==> config.mk <==
export PLATFORM = sky130hd
export DESIGN_NAME = uart_rx
export DESIGN_NICKNAME = d
export VERILOG_FILES = /design/src/rtl/uart_rx.sv
export SDC_FILE = /design/constraint.sdc
export NUM_CORES = 1
export LEC_CHECK = 0
export CAP_MARGIN = 5
export CORE_MARGIN = 2
export CORE_UTILIZATION = 60
export CTS_CLUSTER_SIZE = 28
export DETAILED_ROUTE_END_ITERATION = 10
export PLACE_DENSITY_LB_ADDON = 0.2
export SYNTH_ARGS = -nofsm -noshare
export SYNTH_HDL_FRONTEND = slang
export SYNTH_SLANG_ARGS = --single-unit
==> constraint.sdc <==
create_clock -name i_Clock -period 4.9 [get_ports i_Clock]
set_clock_uncertainty 0.2 [all_clocks]
set_input_delay 0.98 -clock i_Clock [delete_from_list [all_inputs] [get_ports i_Clock]]
set_output_delay 0.98 -clock i_Clock [all_outputs]
set_load 0.01 [all_outputs]
==> src/rtl/uart_rx.sv <==
// uart_rx: 8N1 serial receiver with a two-flop input synchronizer,
// start-bit glitch rejection and framing-error / line-break handling.
module uart_rx #(
    parameter int CLKS_PER_BIT = 87
) (
    input  logic       i_Clock,
    input  logic       i_Rst_n,
    input  logic       i_Rx_Serial,
    output logic       o_Rx_DV,
    output logic [7:0] o_Rx_Byte,
    output logic       o_Rx_Err,
    output logic       o_Rx_Busy
);

    localparam int CW = $clog2(CLKS_PER_BIT);
    localparam logic [CW-1:0] LAST = CW'(CLKS_PER_BIT - 1);
    // The IDLE detection cycle already counts toward the half-bit wait.
    localparam logic [CW-1:0] MID = CW'((CLKS_PER_BIT - 1) / 2 - 1);

    typedef enum logic [2:0] {
        IDLE,
        START,
        DATA,
        STOP,
        CLEANUP,
        BREAK
    } state_t;

    state_t        state;
    logic [1:0]    sync;
    logic          rx_s;
    logic [CW-1:0] cnt;
    logic [2:0]    idx;
    logic [7:0]    shift;

    assign rx_s      = sync[1];
    assign o_Rx_Busy = (state != IDLE);

    always_ff @(posedge i_Clock or negedge i_Rst_n) begin
        if (!i_Rst_n) begin
            sync <= 2'b11;
        end else begin
            sync <= {sync[0], i_Rx_Serial};
        end
    end

    always_ff @(posedge i_Clock or negedge i_Rst_n) begin
        if (!i_Rst_n) begin
            state     <= IDLE;
            cnt       <= '0;
            idx       <= '0;
            shift     <= '0;
            o_Rx_DV   <= 1'b0;
            o_Rx_Err  <= 1'b0;
            o_Rx_Byte <= 8'h00;
        end else begin
            o_Rx_DV  <= 1'b0;
            o_Rx_Err <= 1'b0;
            unique case (state)
                IDLE: begin
                    cnt <= '0;
                    idx <= '0;
                    if (!rx_s) begin
                        state <= START;
                    end
                end
                START: begin
                    if (cnt == MID) begin
                        cnt   <= '0;
                        idx   <= '0;
                        state <= rx_s ? IDLE : DATA;
                    end else begin
                        cnt <= cnt + 1'b1;
                    end
                end
                DATA: begin
                    if (cnt == LAST) begin
                        cnt        <= '0;
                        shift[idx] <= rx_s;
                        if (idx == 3'd7) begin
                            state <= STOP;
                        end else begin
                            idx <= idx + 1'b1;
                        end
                    end else begin
                        cnt <= cnt + 1'b1;
                    end
                end
                STOP: begin
                    if (cnt == LAST) begin
                        cnt <= '0;
                        if (rx_s) begin
                            o_Rx_Byte <= shift;
                            o_Rx_DV   <= 1'b1;
                            state     <= CLEANUP;
                        end else begin
                            o_Rx_Err <= 1'b1;
                            state    <= BREAK;
                        end
                    end else begin
                        cnt <= cnt + 1'b1;
                    end
                end
                CLEANUP: begin
                    state <= IDLE;
                end
                BREAK: begin
                    if (rx_s) begin
                        state <= IDLE;
                    end
                end
                default: begin
                    state <= IDLE;
                end
            endcase
        end
    end

endmodule

==> results of run 1 <==
-- through the flow --
stage / power [mW] / hold slack [ns] / cells
CTS: 0.549 / 0.172 / 191
finish: 0.543 / 0.173 / 191
global placement: 0.336 / 0.146 / 183
detailed placement: 0.338 / 0.154 / 183
floorplan: 0.322 / 0.145 / 143
global route: 0.567 / 0.175 / 191
-- sequential cells by signal (all words and copies together) (netlist names) --
register   flops
sync           2
shift          8
cnt            7
o_Rx_DV        1
idx            3
o_Rx_Byte      8
state          3
o_Rx_Err       1
-- report_power, final --
group | leakage, nW | total [mW] | internal (mW) | switching (mW)
Clock | 0.0455 | 0.209 | 0.122 | 0.0876
Combinational | 0.357 | 0.0400 | 0.0160 | 0.0240
Sequential | 0.443 | 0.294 | 0.280 | 0.0138
-- layout make-up --
cell class / instances / area share (%)
timing repair buffer: 14 / 7.47
multi-input combinational: 99 / 39.5
tap: 30 / 2.04
clock buffer: 7 / 2.99
clock inverter: 1 / 1.63
sequential: 33 / 45.0
inverter: 7 / 1.43
-- kinds of logic (layout without fill, tap and decap cells) --
kind of cell	Yosys count	in the layout	share of synthesized area (%)
fa+ha+maj	4	4	3.13
mux	18	18	12.5
flops	33	33	51.8
compound gates	16	16	6.88
xor+xnor	4	4	2.19
simple gates	57	57	20.7
buf+inv	11	29	2.74
-- layout by cell type, fill, tap and decap left out, drive strengths merged, types with 2 or more instances in the layout --
cell            n
a21oi           5
mux2           16
nor3b           2
nor3            2
nor2           13
nor2b           3
xor2            3
dfrtp          31
and2            2
nor4            2
o31ai           3
a211oi          3
dfstp           2
nand2          13
nand3           6
inv             7
ha              4
clkbuf          7
mux2i           2
clkdlybuf4s50  13
o21ai           3
nand4           6
nand4b          2
-- worst max-delay path: stages, from the launching register on --
cell	delay [ns]
dfrtp_1	0.55
or3_1	0.42
clkdlybuf4s50_1	0.48
-- metal layers --
metal / up-vias / GRT usage [%] / routed length, um
met5: - / 0 / 0
met4: 0 / 14.3 / 129
met3: 14 / 5.35 / 154
met2: 41 / 33.0 / 1380
met1: 552 / 28.6 / 1280
li1: 542 / - / -
-- worst max-delay path by stage --
stage	endpoint	slack [ns]	depth (start not counted)
6_report	o_Rx_Busy	1.94	2
4_1_cts	o_Rx_Busy	1.93	2
5_1_grt	o_Rx_Busy	1.87	2
3_5_place_dp	o_Rx_Busy	2.31	2
2_1_floorplan	o_Rx_Busy	2.68	2
3_3_place_gp	o_Rx_Busy	2.31	2
==> out/metrics.yaml, run 1 <==
grt_overflow: 0
r2r_slack_ns: 2.61
clk_pin_slew_ns: 0.10
dieArea_um2: 3090
cts_setup_buffers: 0
final_area_um2: 1840
synth-seq-area-share_pct: 51.8
crit_path_start_kind: "flip-flop"
synth_common_cells: "31 x dfrtp_1, 16 x mux2_1, 13 x nand2_1, 13 x nor2_1, 7 x inv_1"
syn_nets: 150
grt_pass1_vias: 1115
io_buffer_count: 13
antenna_found_initial: 0
routedWlPerCell_um: 15.4
r2r_cells: 6
postSynthAreaPerCell_um2: 11.2
ir_drop_mv: 0.301
synth-seq-cells: 33
ant_nets: 0
synth_cell_types: 39
drv_cap: 0
placed_area_um2: 1760
grt_usage_pct: 22.0
fin_nets: 167
die-height_um: 55.6
hold_violations: 0
slew_headroom_pct: 54.6
finalWorstSetupSlack_ns: 1.94
yosys-top-cells-area: "dfrtp_1 49%, mux2_1 11%, dfstp_2 3.3%"
setup_viol: 0
yosysMostFrequentCell: "dfrtp_1"
start_util_pct: 64.0
drive_gt1_share_pct: 9.94
worst-setup-path-type: "reg -> out"
crit_fanout: 15
cp.required_ns: 3.72
worstSetupEndpointType: "output pin"
ys.warnings.count: 0
tightestPinTransition_ns: 0.676
fillers: 179
min_path_cells: 0
vias: 1149
cts_hold_buf: 0
finalWirelength_mm: 2.94
min_from: "sync[0]"
dieWidth_um: 55.6
rsz0062_at_grt: "false"
cts_buffers: 5
yosysTopAreaCellShare_pct: 48.5
fin_tns_setup_ns: 0
p_leak_nw: 0.846
viasPerCell: 6.02
synth-main-ff-cell: "dfrtp_1"
ctsResizeCount: 0
synthesis.area_um2: 1600
critPathLaunch: "state[2]"
seq_area_um2: 828
dp_hpwl_mm: 2.13
drv_slew: 0
grt_pass1_wl_mm: 5.16
cp.arrival_ns: 1.78
hold_class: "reg -> reg"
syn-instance-count: 143
max-clock-path-buffers: 2
async_flop_share_pct: 100
grt_max_degree: 34
multi_input_area_um2: 727
r2r_start: "cnt[0]"
cts_tree: "done"
clock.fmax_mhz: 338
cts_root_buffer: "clkbuf_4"
synth_edf_count: 0
io_pins: 14
yosysTopAreaCell: "dfrtp_1"
antenna_cells: 0
coreArea_um2: 2500
clkSinkCount: 33
clock_latency_ns: 0.34
drc: 0
dr.first_iter.drc_count: 23
period_needed_ns: 2.96
area_delta_synth_final_pct: 15.2
worst_r2r_endpoint: "cnt[4]"
fin_util_pct: 73.7
status: "finished, final reports clean"
powerDensity_nw_per_um2: 295
dp_slack_ns: 2.31
h-tree-depth: 2
gp_congestion: 0.823
first_pass_iters: 4
num_rows: 18
min_to: "sync[1]"
period_share_pct: 60.4
(Power assumes the default switching activity.)
==> inputs of run 2 (changes only) <==
--- a/config.mk
+++ b/config.mk
@@ -7,7 +7,7 @@
 export LEC_CHECK = 0
 export CAP_MARGIN = 5
 export CORE_MARGIN = 2
-export CORE_UTILIZATION = 60
+export CORE_UTILIZATION = 51
 export CTS_CLUSTER_SIZE = 28
 export DETAILED_ROUTE_END_ITERATION = 10
 export PLACE_DENSITY_LB_ADDON = 0.2
==> constraint.sdc (replaced) <==
create_clock -name i_Clock -period 2.55 [get_ports i_Clock]
set_clock_uncertainty 0.2 [all_clocks]
set_input_delay 0.51 -clock i_Clock [delete_from_list [all_inputs] [get_ports i_Clock]]
set_output_delay 0.51 -clock i_Clock [all_outputs]
set_load 0.01 [all_outputs]
==> out/metrics.yaml, run 2 (synthesis results as in run 1) <==
hold_class: "reg -> reg"
first_pass_iters: 5  # +1
max-clock-path-buffers: 2  # unchanged
power_frac_clock_pct: 39.4  # +0.8 points
period_share_pct: 93.7
min_path_cells: 0  # unchanged
critical_path.top_delay_family: "flip-flops"
ir_drop_mv: 0.359  # +19%
fin_nets: 169  # +1.2%
min_to: "sync[1]"
r2r_start: "cnt[0]"
internal_power_uw: 803  # +92%
power_mw: 1.06  # +95%
dp_hpwl_mm: 2.10  # -1.4%
dr.first_iter.drc_count: 32  # +39%
switching_share_pct: 24.1  # +1.0 points
final_cell_mix: "30 x dfrtp_1, 16 x mux2_1, 13 x nand2_1, 13 x nor2_1, 13 x clkdlybuf4s50_1"
coreArea_um2: 3030  # +21%
clkSinkCount: 33  # unchanged
min_from: "sync[0]"
dp_slack_ns: 0.384  # -1.92 ns
r2r_slack_ns: 0.38  # -2.23 ns
holdWs_ns: 0.161  # -0.0123 ns
grt_overflow: 0  # unchanged
powerDensity_nw_per_um2: 563  # +91%
routedWlPerCell_um: 14.0  # -8.7%
cp.required_ns: 1.84  # -1.88 ns
reg.largest.list: "o_Rx_Byte (8), shift (8), cnt (7)"
critPathBufInv: 1  # unchanged
fillers: 244  # +36%
viasPerCell: 5.36  # -11%
grt_pass1_vias: 1073  # -3.8%
dieWidth_um: 60.0  # +7.9%
crit_fanout: 15  # unchanged
clk_pin_slew_ns: 0.10  # about the same
fin_util_pct: 62.1  # -12 points
cp.arrival_ns: 1.68  # -0.10 ns
drive_gt1_share_pct: 12.3  # +2.3 points
h-tree-depth: 2  # unchanged
r2r_cells: 6  # unchanged
cts_buffers: 5  # unchanged
clock.fmax_mhz: 418
io_buffer_count: 13  # unchanged
rsz0062_at_grt: "false"
io_pins: 14  # unchanged
crit_slowest_cell: "dfrtp_2"
cts_tree: "done"
slew_headroom_pct: 73.0  # +18 points
switchingPower_uw: 255  # +100%
worst-setup-path-type: "reg -> out"
p_leak_nw: 0.854  # +1.0%
final_common_cell: "dfrtp_1"
drv_slew: 0  # unchanged
dieArea_um2: 3600  # +16%
period_needed_ns: 2.39
worstSetupEndpointType: "output pin"
grt_pass1_wl_mm: 4.91  # -5.0%
crit_path_start_kind: "flip-flop"
tightestPinTransition_ns: 0.402  # -0.274 ns
critical-path-max-stage-delay_ns: 0.52  # -0.03 ns
drc: 0  # unchanged
num_rows: 20  # +2
cts_setup_buffers: 0  # unchanged
gp_congestion: 0.758  # -7.9%
multi_input_area_um2: 727  # unchanged
start_util_pct: 52.8  # -11 points
seq_area_um2: 830  # +0.15%
drv_cap: 0  # unchanged
cts_root_buffer: "clkbuf_4"
grt_max_degree: 34  # unchanged
vias: 1109  # -3.5%
hold_violations: 0  # unchanged
finalWirelength_mm: 2.91  # -1.1%
finalWorstSetupSlack_ns: 0.160  # -1.78 ns
grt_usage_pct: 18.8  # -3.2 points
worstPathCellList: "or3_1 -> clkdlybuf4s50_1"
setup_viol: 0  # unchanged
worst_r2r_endpoint: "idx[0]"
antenna_found_initial: 0  # unchanged
antenna_cells: 0  # unchanged
seqPwrFrac_pct: 53.3  # -0.8 points
status: "finished, final reports clean"
ant_nets: 0  # unchanged
area_delta_synth_final_pct: 17.5
die-height_um: 60.0  # +7.9%
clock_latency_ns: 0.34  # about the same
p_comb_share_pct: 7.3  # about the same
fin_tns_setup_ns: 0  # unchanged
## run 2: area by class of cell
| cell class | count | area share, % |
|---|---|---|
| Sequential cell | 33 | 44.1 |
| Multi-Input combinational cell | 99 | 38.7 |
| Timing Repair Buffer | 16 | 8.12 |
| Tap cell | 44 | 2.93 |
| Clock buffer | 6 | 2.73 |
| Clock inverter | 2 | 2.00 |
| Inverter | 7 | 1.40 |
## run 2: power groups by stage
stage | logic [mW] | clock network (mW) | registers (mW)
2_1_floorplan | 0.0576 | 0 | 0.561
3_3_place_gp | 0.0757 | 0 | 0.572
3_5_place_dp | 0.0787 | 0 | 0.573
4_1_cts | 0.0787 | 0.431 | 0.563
5_1_grt | 0.0870 | 0.450 | 0.567
6_report | 0.0775 | 0.417 | 0.563
## run 2: worst max path at each step
stage | startpoint | to | slack [ns] | depth (start not counted)
6_report | state[1] | o_Rx_Busy | 0.16 | 2
5_1_grt | state[0] | o_Rx_Busy | 0.09 | 2
4_1_cts | state[1] | o_Rx_Busy | 0.06 | 2
3_5_place_dp | cnt[0] | idx[0] | 0.38 | 6
3_3_place_gp | cnt[0] | shift[5] | 0.43 | 6
2_1_floorplan | cnt[0] | idx[0] | 0.58 | 6
## run 2: layer usage
metal  share of wire, %  track usage, %  routed length, um
met3                3.1            5.84                 89
met1                 44            22.3               1280
met4                1.8            7.62                 51
met2                 51            31.5               1490
met5                  0               0                  0
## run 2: what timing repair did
item	4_1_cts	5_1_grt
setup endpoints to repair	0	1
hold buffers	0	0
gates resized for setup	0	1
## run 2: stage by stage
stage                     area (um2)  std cells
after floorplan                 1600        143
after global placement          1790        199
after detailed placement        1790        199
after CTS                       1880        207
after global routing            1880        207
final                           1880        207
==> inputs of run 3 (changes only) <==
--- a/config.mk
+++ b/config.mk
@@ -5,11 +5,11 @@
 export SDC_FILE = /design/constraint.sdc
 export NUM_CORES = 1
 export LEC_CHECK = 0
-export CAP_MARGIN = 5
 export CORE_MARGIN = 2
 export CORE_UTILIZATION = 51
 export CTS_CLUSTER_SIZE = 28
 export DETAILED_ROUTE_END_ITERATION = 10
+export MAX_ROUTING_LAYER = met4
 export PLACE_DENSITY_LB_ADDON = 0.2
 export SYNTH_ARGS = -nofsm -noshare
 export SYNTH_HDL_FRONTEND = slang
==> out/metrics.yaml, run 3 (synthesis results as in run 1) <==
stdcell_count: 207  # unchanged
drv_slew: 0  # unchanged
drc: 0  # unchanged
gp_congestion: 0.768  # +1.3%
status: "finished, final reports clean"
clk_pin_slew_ns: 0.10  # about the same
worstPathCellList: "or3_1 -> clkdlybuf4s50_1"
hold_violations: 0  # unchanged
hold_class: "reg -> reg"
reg.largest.list: "o_Rx_Byte (8), shift (8), cnt (7)"
ir_drop_mv: 0.360  # +0.20%
crit_fanout: 15  # unchanged
clkSinkCount: 33  # unchanged
drive_gt1_share_pct: 12.3  # unchanged
num_rows: 20  # unchanged
dieArea_um2: 3600  # unchanged
final_common_cell: "dfrtp_1"
cp.required_ns: 1.84  # about the same
cts_tree: "done"
tightestPinTransition_ns: 0.403  # +0.000296 ns
vias: 1115  # +0.54%
worst-setup-path-type: "reg -> out"
switching_share_pct: 24.1  # about the same
max-clock-path-buffers: 2  # unchanged
dp_hpwl_mm: 2.10  # unchanged
cts_setup_buffers: 0  # unchanged
clock_latency_ns: 0.34  # about the same
switchingPower_uw: 255  # +0.11%
cts_root_buffer: "clkbuf_4"
coreArea_um2: 3030  # unchanged
powerDensity_nw_per_um2: 563  # about the same
cts_buffers: 5  # unchanged
dieWidth_um: 60.0  # unchanged
h-tree-depth: 2  # unchanged
viasPerCell: 5.39  # +0.54%
grt_pass1_vias: 1075  # +0.19%
start_util_pct: 52.8  # unchanged
antenna_cells: 0  # unchanged
slew_headroom_pct: 73.0  # about the same
io_pins: 14  # unchanged
critPathBufInv: 1  # unchanged
drv_cap: 0  # unchanged
setup_viol: 0  # unchanged
grt_usage_pct: 19.4  # +0.55 points
final_cell_mix: "30 x dfrtp_1, 16 x mux2_1, 13 x nand2_1, 13 x nor2_1, 13 x clkdlybuf4s50_1"
io_buffer_count: 13  # unchanged
critical_path.top_delay_family: "flip-flops"
area_delta_synth_final_pct: 17.5  # unchanged
clock.fmax_mhz: 418  # about the same
fin_nets: 169  # unchanged
dr.first_iter.drc_count: 51  # +59%
p_comb_share_pct: 7.3  # about the same
routedWlPerCell_um: 14.0  # about the same
cts_hold_buf: 0  # unchanged
ant_nets: 0  # unchanged
grt_overflow: 0  # unchanged
period_share_pct: 93.7  # about the same
first_pass_iters: 4  # -1
crit_slowest_cell: "dfrtp_2"
critical-path-max-stage-delay_ns: 0.52  # about the same
grt_pass1_wl_mm: 4.91  # unchanged
grt_max_degree: 34  # unchanged
worstSetupEndpointType: "output pin"
power_frac_clock_pct: 39.4  # about the same
fin_util_pct: 62.1  # unchanged
seqPwrFrac_pct: 53.2  # about the same
fin_tns_setup_ns: 0  # unchanged
rsz0062_at_grt: "false"
dp.cells: 199  # unchanged
internal_power_uw: 803  # about the same
antenna_found_initial: 0  # unchanged
cp.arrival_ns: 1.68  # about the same
fillers: 244  # unchanged
crit_path_start_kind: "flip-flop"
die-height_um: 60.0  # unchanged
finalWirelength_mm: 2.91  # about the same
p_leak_nw: 0.854  # unchanged
period_needed_ns: 2.39  # -0.0000120 ns
run 3: cell counts in the layout (fill, tap and decap cells not counted):
No cell type changed its count.
run 3: stage by stage:
step / power (mW) / worst slack (ns) / area (um2) / hold slack (ns)
finish: 1.06 / 0.160 / 1880 / 0.161
global route: 1.10 / 0.0906 / 1880 / 0.166
CTS: 1.07 / 0.0639 / 1880 / 0.164
detailed placement: 0.652 / 0.384 / 1790 / 0.148
global placement: 0.648 / 0.433 / 1790 / 0.146
floorplan: 0.619 / 0.576 / 1600 / 0.0144
run 3: layer usage:
layer	track usage (%)	wire length, um
met2	31.2	1480
met3	5.84	88
met1	22.6	1290
met5	-	0
met4	7.62	51
run 3: worst paths after layout:
| check | start | to | slack, ns | depth (start not counted) |
|---|---|---|---|---|
| worst max-delay path | state[1] | o_Rx_Busy | 0.16 | 2 |
| worst min-delay path | sync[0] | sync[1] | 0.16 | 0 |
| worst max register to register | cnt[0] | idx[0] | 0.38 | 6 |
| worst min register to register | sync[0] | sync[1] | 0.16 | 0 |
| max in group asynchronous | i_Rst_n | sync[0] | 1.46 | 2 |
| min in group asynchronous | i_Rst_n | o_Rx_Byte[6] | 0.36 | 2 |
run 3: area by class of cell:
class	instances	area (um2)	area share (%)
clock buffers	6	51.3	2.73
clock inverters	2	37.5	2.00
inverters	7	26.3	1.40
multi-input cells	99	727	38.7
flip-flops and latches	33	830	44.1
well taps	44	55.1	2.93
repair buffers	16	153	8.12
run 3: power groups by stage:
| stage | registers, mW | logic [mW] | clock network (mW) |
|---|---|---|---|
| floorplan | 0.561 | 0.0576 | 0 |
| global placement | 0.572 | 0.0757 | 0 |
| detailed placement | 0.573 | 0.0787 | 0 |
| CTS | 0.563 | 0.0787 | 0.431 |
| global route | 0.567 | 0.0870 | 0.450 |
| finish | 0.563 | 0.0774 | 0.417 |
run 3: timing repair:
action / CTS / global route
endpoints found under the hold margin: 0 / 0
setup endpoints to repair: 0 / 1
gates resized for setup: 0 / 1
